### src/rtl/fp32_pkg.sv
// Shared binary32 types and constants for the PE datapath.
// Used by fp_mul and fp_add.
package fp32_pkg;

  typedef struct packed {
    logic        sign;
    logic [7:0]  exp;
    logic [22:0] frac;
  } fp32_t;

  typedef enum logic [1:0] {
    FP_ZERO,
    FP_NORM,
    FP_INF,
    FP_NAN
  } fp_class_e;

  localparam int          FP32_BIAS = 127;
  localparam logic [31:0] FP32_QNAN = 32'h7FC0_0000;
  localparam logic [31:0] FP32_PINF = 32'h7F80_0000;

  typedef struct packed {
    logic        valid;
    logic        sign;
    logic        special;
    logic [31:0] spec_val;
    logic [7:0]  ea;
    logic [7:0]  eb;
    logic [23:0] ma;
    logic [23:0] mb;
  } mul_s1_t;

  typedef struct packed {
    logic               valid;
    logic               sign;
    logic               special;
    logic [31:0]        spec_val;
    logic signed [9:0]  exp_sum;
    logic [47:0]        prod;
  } mul_s2_t;

  typedef struct packed {
    logic               valid;
    logic               sign;
    logic               special;
    logic [31:0]        spec_val;
    logic signed [9:0]  exp;
    logic [24:0]        mant;
  } mul_s3_t;

endpackage

### src/rtl/fp32_unpack.sv
// Splits a binary32 word into sign, exponent, mantissa and class.
// Subnormals classify as zero (flush-to-zero).
module fp32_unpack
  import fp32_pkg::*;
(
  input  fp32_t       x,
  output logic        sign,
  output logic [7:0]  exp,
  output logic [23:0] mant,
  output fp_class_e   cls
);

  always_comb begin
    sign = x.sign;
    exp  = x.exp;
    mant = {1'b1, x.frac};
    cls  = FP_NORM;
    unique case (1'b1)
      (x.exp == 8'h00): begin
        cls  = FP_ZERO;
        mant = 24'h0;
      end
      (x.exp == 8'hFF && x.frac == 23'h0):
        cls = FP_INF;
      (x.exp == 8'hFF && x.frac != 23'h0):
        cls = FP_NAN;
      default:
        cls = FP_NORM;
    endcase
  end

endmodule

### src/rtl/fp_mul.sv
// Four-stage binary32 multiplier: unpack, multiply, round, pack.
// RNE rounding, flush-to-zero, canonical NaN; en stalls all stages.
module fp_mul
  import fp32_pkg::*;
(
  input  logic        clk,
  input  logic        rst,
  input  logic        en,
  input  logic        in_valid,
  input  logic [31:0] PE_a,
  input  logic [31:0] PE_b,
  output logic        out_valid,
  output logic [31:0] PE_mult
);

  logic        sa, sb;
  logic [7:0]  ea, eb;
  logic [23:0] ma, mb;
  fp_class_e   ca, cb;

  fp32_unpack u_unpack_a (
    .x    (fp32_t'(PE_a)),
    .sign (sa),
    .exp  (ea),
    .mant (ma),
    .cls  (ca)
  );

  fp32_unpack u_unpack_b (
    .x    (fp32_t'(PE_b)),
    .sign (sb),
    .exp  (eb),
    .mant (mb),
    .cls  (cb)
  );

  logic        sign_in;
  logic        spec;
  logic [31:0] sval;

  // Special results are fixed here and bypass the arithmetic below.
  always_comb begin
    sign_in = sa ^ sb;
    spec    = 1'b1;
    sval    = FP32_QNAN;
    if (ca == FP_NAN || cb == FP_NAN) begin
      sval = FP32_QNAN;
    end else if ((ca == FP_INF && cb == FP_ZERO) ||
                 (cb == FP_INF && ca == FP_ZERO)) begin
      sval = FP32_QNAN;
    end else if (ca == FP_INF || cb == FP_INF) begin
      sval = {sign_in, FP32_PINF[30:0]};
    end else if (ca == FP_ZERO || cb == FP_ZERO) begin
      sval = {sign_in, 31'h0};
    end else begin
      spec = 1'b0;
      sval = 32'h0;
    end
  end

  mul_s1_t s1;
  mul_s2_t s2;
  mul_s3_t s3;

  always_ff @(posedge clk) begin
    if (rst) begin
      s1 <= '0;
    end else if (en) begin
      s1.valid    <= in_valid;
      s1.sign     <= sign_in;
      s1.special  <= spec;
      s1.spec_val <= sval;
      s1.ea       <= ea;
      s1.eb       <= eb;
      s1.ma       <= ma;
      s1.mb       <= mb;
    end
  end

  always_ff @(posedge clk) begin
    if (rst) begin
      s2 <= '0;
    end else if (en) begin
      s2.valid    <= s1.valid;
      s2.sign     <= s1.sign;
      s2.special  <= s1.special;
      s2.spec_val <= s1.spec_val;
      s2.exp_sum  <= 10'({2'b00, s1.ea})
                   + 10'({2'b00, s1.eb})
                   - 10'(FP32_BIAS);
      s2.prod     <= 48'(s1.ma) * 48'(s1.mb);
    end
  end

  logic [23:0]       nmant;
  logic              guard, sticky, rnd_up;
  logic signed [9:0] nexp;

  always_comb begin
    if (s2.prod[47]) begin
      nmant  = s2.prod[47:24];
      guard  = s2.prod[23];
      sticky = |s2.prod[22:0];
      nexp   = s2.exp_sum + 10'sd1;
    end else begin
      nmant  = s2.prod[46:23];
      guard  = s2.prod[22];
      sticky = |s2.prod[21:0];
      nexp   = s2.exp_sum;
    end
    rnd_up = guard & (sticky | nmant[0]);
  end

  always_ff @(posedge clk) begin
    if (rst) begin
      s3 <= '0;
    end else if (en) begin
      s3.valid    <= s2.valid;
      s3.sign     <= s2.sign;
      s3.special  <= s2.special;
      s3.spec_val <= s2.spec_val;
      s3.exp      <= nexp;
      s3.mant     <= {1'b0, nmant} + 25'(rnd_up);
    end
  end

  logic [22:0]       pfrac;
  logic signed [9:0] pexp;
  logic [31:0]       result;

  // A round carry can only produce 2^24, so the shifted fraction is 0.
  always_comb begin
    if (s3.mant[24]) begin
      pfrac = s3.mant[23:1];
      pexp  = s3.exp + 10'sd1;
    end else begin
      pfrac = s3.mant[22:0];
      pexp  = s3.exp;
    end
    if (s3.special) begin
      result = s3.spec_val;
    end else if (pexp >= 10'sd255) begin
      result = {s3.sign, FP32_PINF[30:0]};
    end else if (pexp <= 10'sd0) begin
      result = {s3.sign, 31'h0};
    end else begin
      result = {s3.sign, pexp[7:0], pfrac};
    end
  end

  always_ff @(posedge clk) begin
    if (rst) begin
      out_valid <= 1'b0;
      PE_mult   <= 32'h0;
    end else if (en) begin
      out_valid <= s3.valid;
      if (s3.valid) begin
        PE_mult <= result;
      end
    end
  end

endmodule

### config.mk
export PLATFORM = sky130hd
export DESIGN_NAME = fp_mul
export DESIGN_NICKNAME = d
export VERILOG_FILES = /design/src/rtl/fp32_pkg.sv /design/src/rtl/fp32_unpack.sv /design/src/rtl/fp_mul.sv
export SDC_FILE = /design/constraint.sdc
export NUM_CORES = 2
export LEC_CHECK = 0
export ABC_AREA = 1
export BUFFER_PORTS_ARGS = -buffer_cell sky130_fd_sc_hd__buf_2
export CORE_UTILIZATION = 40
export CTS_CLUSTER_DIAMETER = 120
export DETAILED_ROUTE_END_ITERATION = 10
export GPL_TIMING_DRIVEN = 0
export PLACE_DENSITY_LB_ADDON = 0.1
export SETUP_SLACK_MARGIN = 0.1
export SLEW_MARGIN = 20
export SYNTH_ARGS = -nofsm -noshare
export SYNTH_HDL_FRONTEND = slang
export SYNTH_SLANG_ARGS = --single-unit
### constraint.sdc
create_clock -name clk -period 11.2 [get_ports clk]
set_input_delay 1.12 -clock clk [delete_from_list [all_inputs] [get_ports clk]]
set_output_delay 1.12 -clock clk [all_outputs]
set_load 0.01 [all_outputs]
==> metrics.yaml <==
status:
  status: "complete, no violations"
grt:
  grt_max_degree: 14
  first_global_vias: 27100
  grt_overflow: 0
  grt_pass1_wl_um: 163000
  grt_util_all_layers_pct: 27.8
  grt_antenna_before_repair: 1
worst_setup_path:
  required_ps: 11630
  critPathArrivalTime_ps: 8490
  start_kind: "register"
  cp-end-kind: "register"
  worst-setup-path-type: "register to register"
  worst-path-max-fanout: 10
  r2r_end: "s2[24]$_SDFFE_PP0P_"
  r2r_start: "s1[33]$_SDFFE_PP0P_"
  reg2reg_slack_ps: 3140
  reg2regPathDepth: 23
timing:
  fin_crit_sh_pct: 72.0
  fin_worst_skew_ps: 31.4
  fin_tns_setup_ps: 0
  rsz0062_at_grt: "no"
  slew_headroom_pct: 22.1
  final-max-slew-violation-count: 0
  tightest_slew_ps: 1170
  hold_viol_final: 0
  setup_viol: 0
  max_freq_mhz: 124
  period_minus_slack_ps: 8060
pwr:
  p_per_area_nw_per_um2: 83.8
  ir_drop_uv: 112
  p_leak_nw: 18.7
  finalPower_mw: 2.80
route:
  drt_wl_total_um: 106000
  via_per_inst: 4.90
  drtIter0Drc: 2015
  post-route-drc-count: 0
  ant_nets: 0
  firstDrtPassIters: 6
  vias: 27000
  wl_per_cell_um: 19.2
clocking:
  postCtsHoldBufs: 0
  clock_path_buffers: 3
  cts_setup_buffers: 0
  cts_tree: "built"
  clock-sinks: 208
  clockRootBuffer: "clkbuf_16"
  htree_levels: 1
  numCtsBuffers: 26
  cts-resized-gates: 0
  clkTransAtPathRegs_ps: 60
  insertion_delay_ps: 550
floorplan:
  die_area_um2: 77800
  start_util_pct: 40.4
  ioPinCount: 101
  fp.dieW_um: 279
  core-area_um2: 75900
  rows: 101
  fp.dieH_um: 279
cells_and_area:
  area_growth_pct: 8.85
  fillers: 8075
  post_route_cells_drive_above_1_share_pct: 5.32
  num_antenna_cells: 0
  final_nets: 5196
  ff_latch_area_um2: 4160
  multi_input_area_um2: 21100
yosys:
  ys_types: 42
  synth_seq_cells: 208
  synth_area_um2: 30700
  syn_area_per_cell_um2: 7.09
  syn_inst: 4325
  async_reset_ff_share_pct: 0
  ys.flop_type: "dfxtp_1"
  syn_nets: 5068
  synth_edf_count: 0
  ys_warn_count: 0
  seq_area_frac_synth_pct: 13.6
placed_design:
  io_buffer_count: 100
  hpwl_um: 88400
  place.gp.congestion: 0.949
run:
  drv_cap: 0
min_path:
  hold_path.class: "register to register"
  worstHoldEndpoint: "PE_mult[13]$_SDFFE_PP0P_"
  min_path_cells: 2
  hold_start: "PE_mult[13]$_SDFFE_PP0P_"
logic make-up (layout without fill, tap and decap cells):
logic type	Yosys count	in the layout	share of synthesized area [%]
flip-flops	208	208	13.6
buffers and inverters	1420	1565	17.6
AND/OR/NAND/NOR	1514	1514	20.2
XOR/XNOR	50	50	1.49
adder cells (fa/ha/maj)	675	675	39.3
AO/OA/AOI/OAI	458	458	7.81
critical path, cell delays in order (launching register included):
cell and delay (ps):
dfxtp_1 300, clkbuf_1 760, clkbuf_1 930, nand2_1 120, inv_1 120, fa_1 440, fa_1 560, inv_1 60
fa_1 420, fa_1 540, inv_1 50, fa_1 520, fa_1 510, inv_1 50, fa_1 510, inv_1 60
ha_1 350, a21oi_1 220, o21ai_0 180, a21oi_1 410, nand3_1 330, xor2_1 250, o21ai_0 170, inv_1 50
power breakdown:
| part | total, mW | internal [mW] | leakage [nW] | switching, mW |
|---|---|---|---|---|
| Sequential | 0.819 | 0.792 | 1.71 | 0.0271 |
| Combinational | 1.07 | 0.343 | 16.6 | 0.726 |
| Clock | 0.909 | 0.569 | 0.457 | 0.341 |
cell usage after synthesis, types with 4 or more instances:
library cell     n  area share, %
nor2_4           4           0.15
o21ai_0        160            2.6
inv_1         1188             15
nand3b_1         4          0.098
xnor2_1          7           0.20
buf_2            6          0.098
ha_1           192            7.8
a21oi_1        247            4.0
o211ai_1        10           0.24
o21bai_1        10           0.24
nor2_1         225            2.8
buf_1            7          0.086
nor2_2           6           0.12
inv_2            7          0.086
nor3_1          14           0.23
o21ai_2          8           0.23
nand4_1         36           0.73
xor2_1          42            1.2
clkbuf_1       203            2.5
dfxtp_1        208             14
fa_1           483             32
or2_2           46           0.94
nand3_1        123            2.0
o21ai_1         14           0.23
nand2_1       1040             13
buf_6            7           0.26
cells in the final DEF, fill, tap and decap left out, drive strengths merged:
master,count
or2,49
bufinv,4
nor2,235
and2,1
o21bai,10
dfxtp,208
a211oi,1
nand2,1043
o21a,3
inv,1196
xor2,42
nand3,125
o21ai,182
nand4,36
a21boi,1
fa,483
a31oi,1
a21o,2
xnor2,8
clkinv,3
nor4,4
a21oi,247
buf,122
o211ai,10
nand3b,4
o2111ai,1
ha,192
clkbuf,240
nor3,17
worst max-delay path by stage:
stage                                    from                   to  slack [ps]  cells after the start
after floorplan           s1[45]$_SDFFE_PP0P_  s2[37]$_SDFFE_PP0P_        5180                     26
after global placement    s1[34]$_SDFFE_PP0P_  s2[24]$_SDFFE_PP0P_        3300                     23
after detailed placement  s1[33]$_SDFFE_PP0P_  s2[24]$_SDFFE_PP0P_        3340                     23
after CTS                 s1[33]$_SDFFE_PP0P_  s2[24]$_SDFFE_PP0P_        3300                     23
after global routing      s1[33]$_SDFFE_PP0P_  s2[24]$_SDFFE_PP0P_        2800                     23
final                     s1[33]$_SDFFE_PP0P_  s2[24]$_SDFFE_PP0P_        3140                     23
area by class of cell:
type	count	share of cell area (%)
plain buffers	225	2.73
clock inverters	8	0.465
inverters	1195	13.4
well taps	1030	3.86
repair buffers	100	1.50
multi-input cells	2697	63.2
flip-flops and latches	208	12.5
clock buffers	37	2.31
flip-flops by register name (all words and copies together), names as in the netlist:
name       flops
s2            64
s1            70
PE_mult       32
s3            41
out_valid      1
stage by stage:
stage               std cells  setup slack (ps)  hold slack (ps)  util (%)  cell area [µm²]
finish                   5500              3140              461      44.0            33400
global route             5500              2800              481      44.0            33400
CTS                      5500              3300              466      44.0            33400
detailed placement       5455              3340              456      42.7            32500
global placement         5455              3300              452      42.7            32500
floorplan                4325              5180              434         -            30700
layer usage:
metal	vias to the layer above	GRT usage, %	share of wire [%]
met5	-	0	0
met4	0	4.93	1.9
met2	831	43.7	43
li1	12800	-	-
met1	13200	40.9	47
met3	115	4.02	7.4
Note: power is estimated with default switching activity, not from simulation.
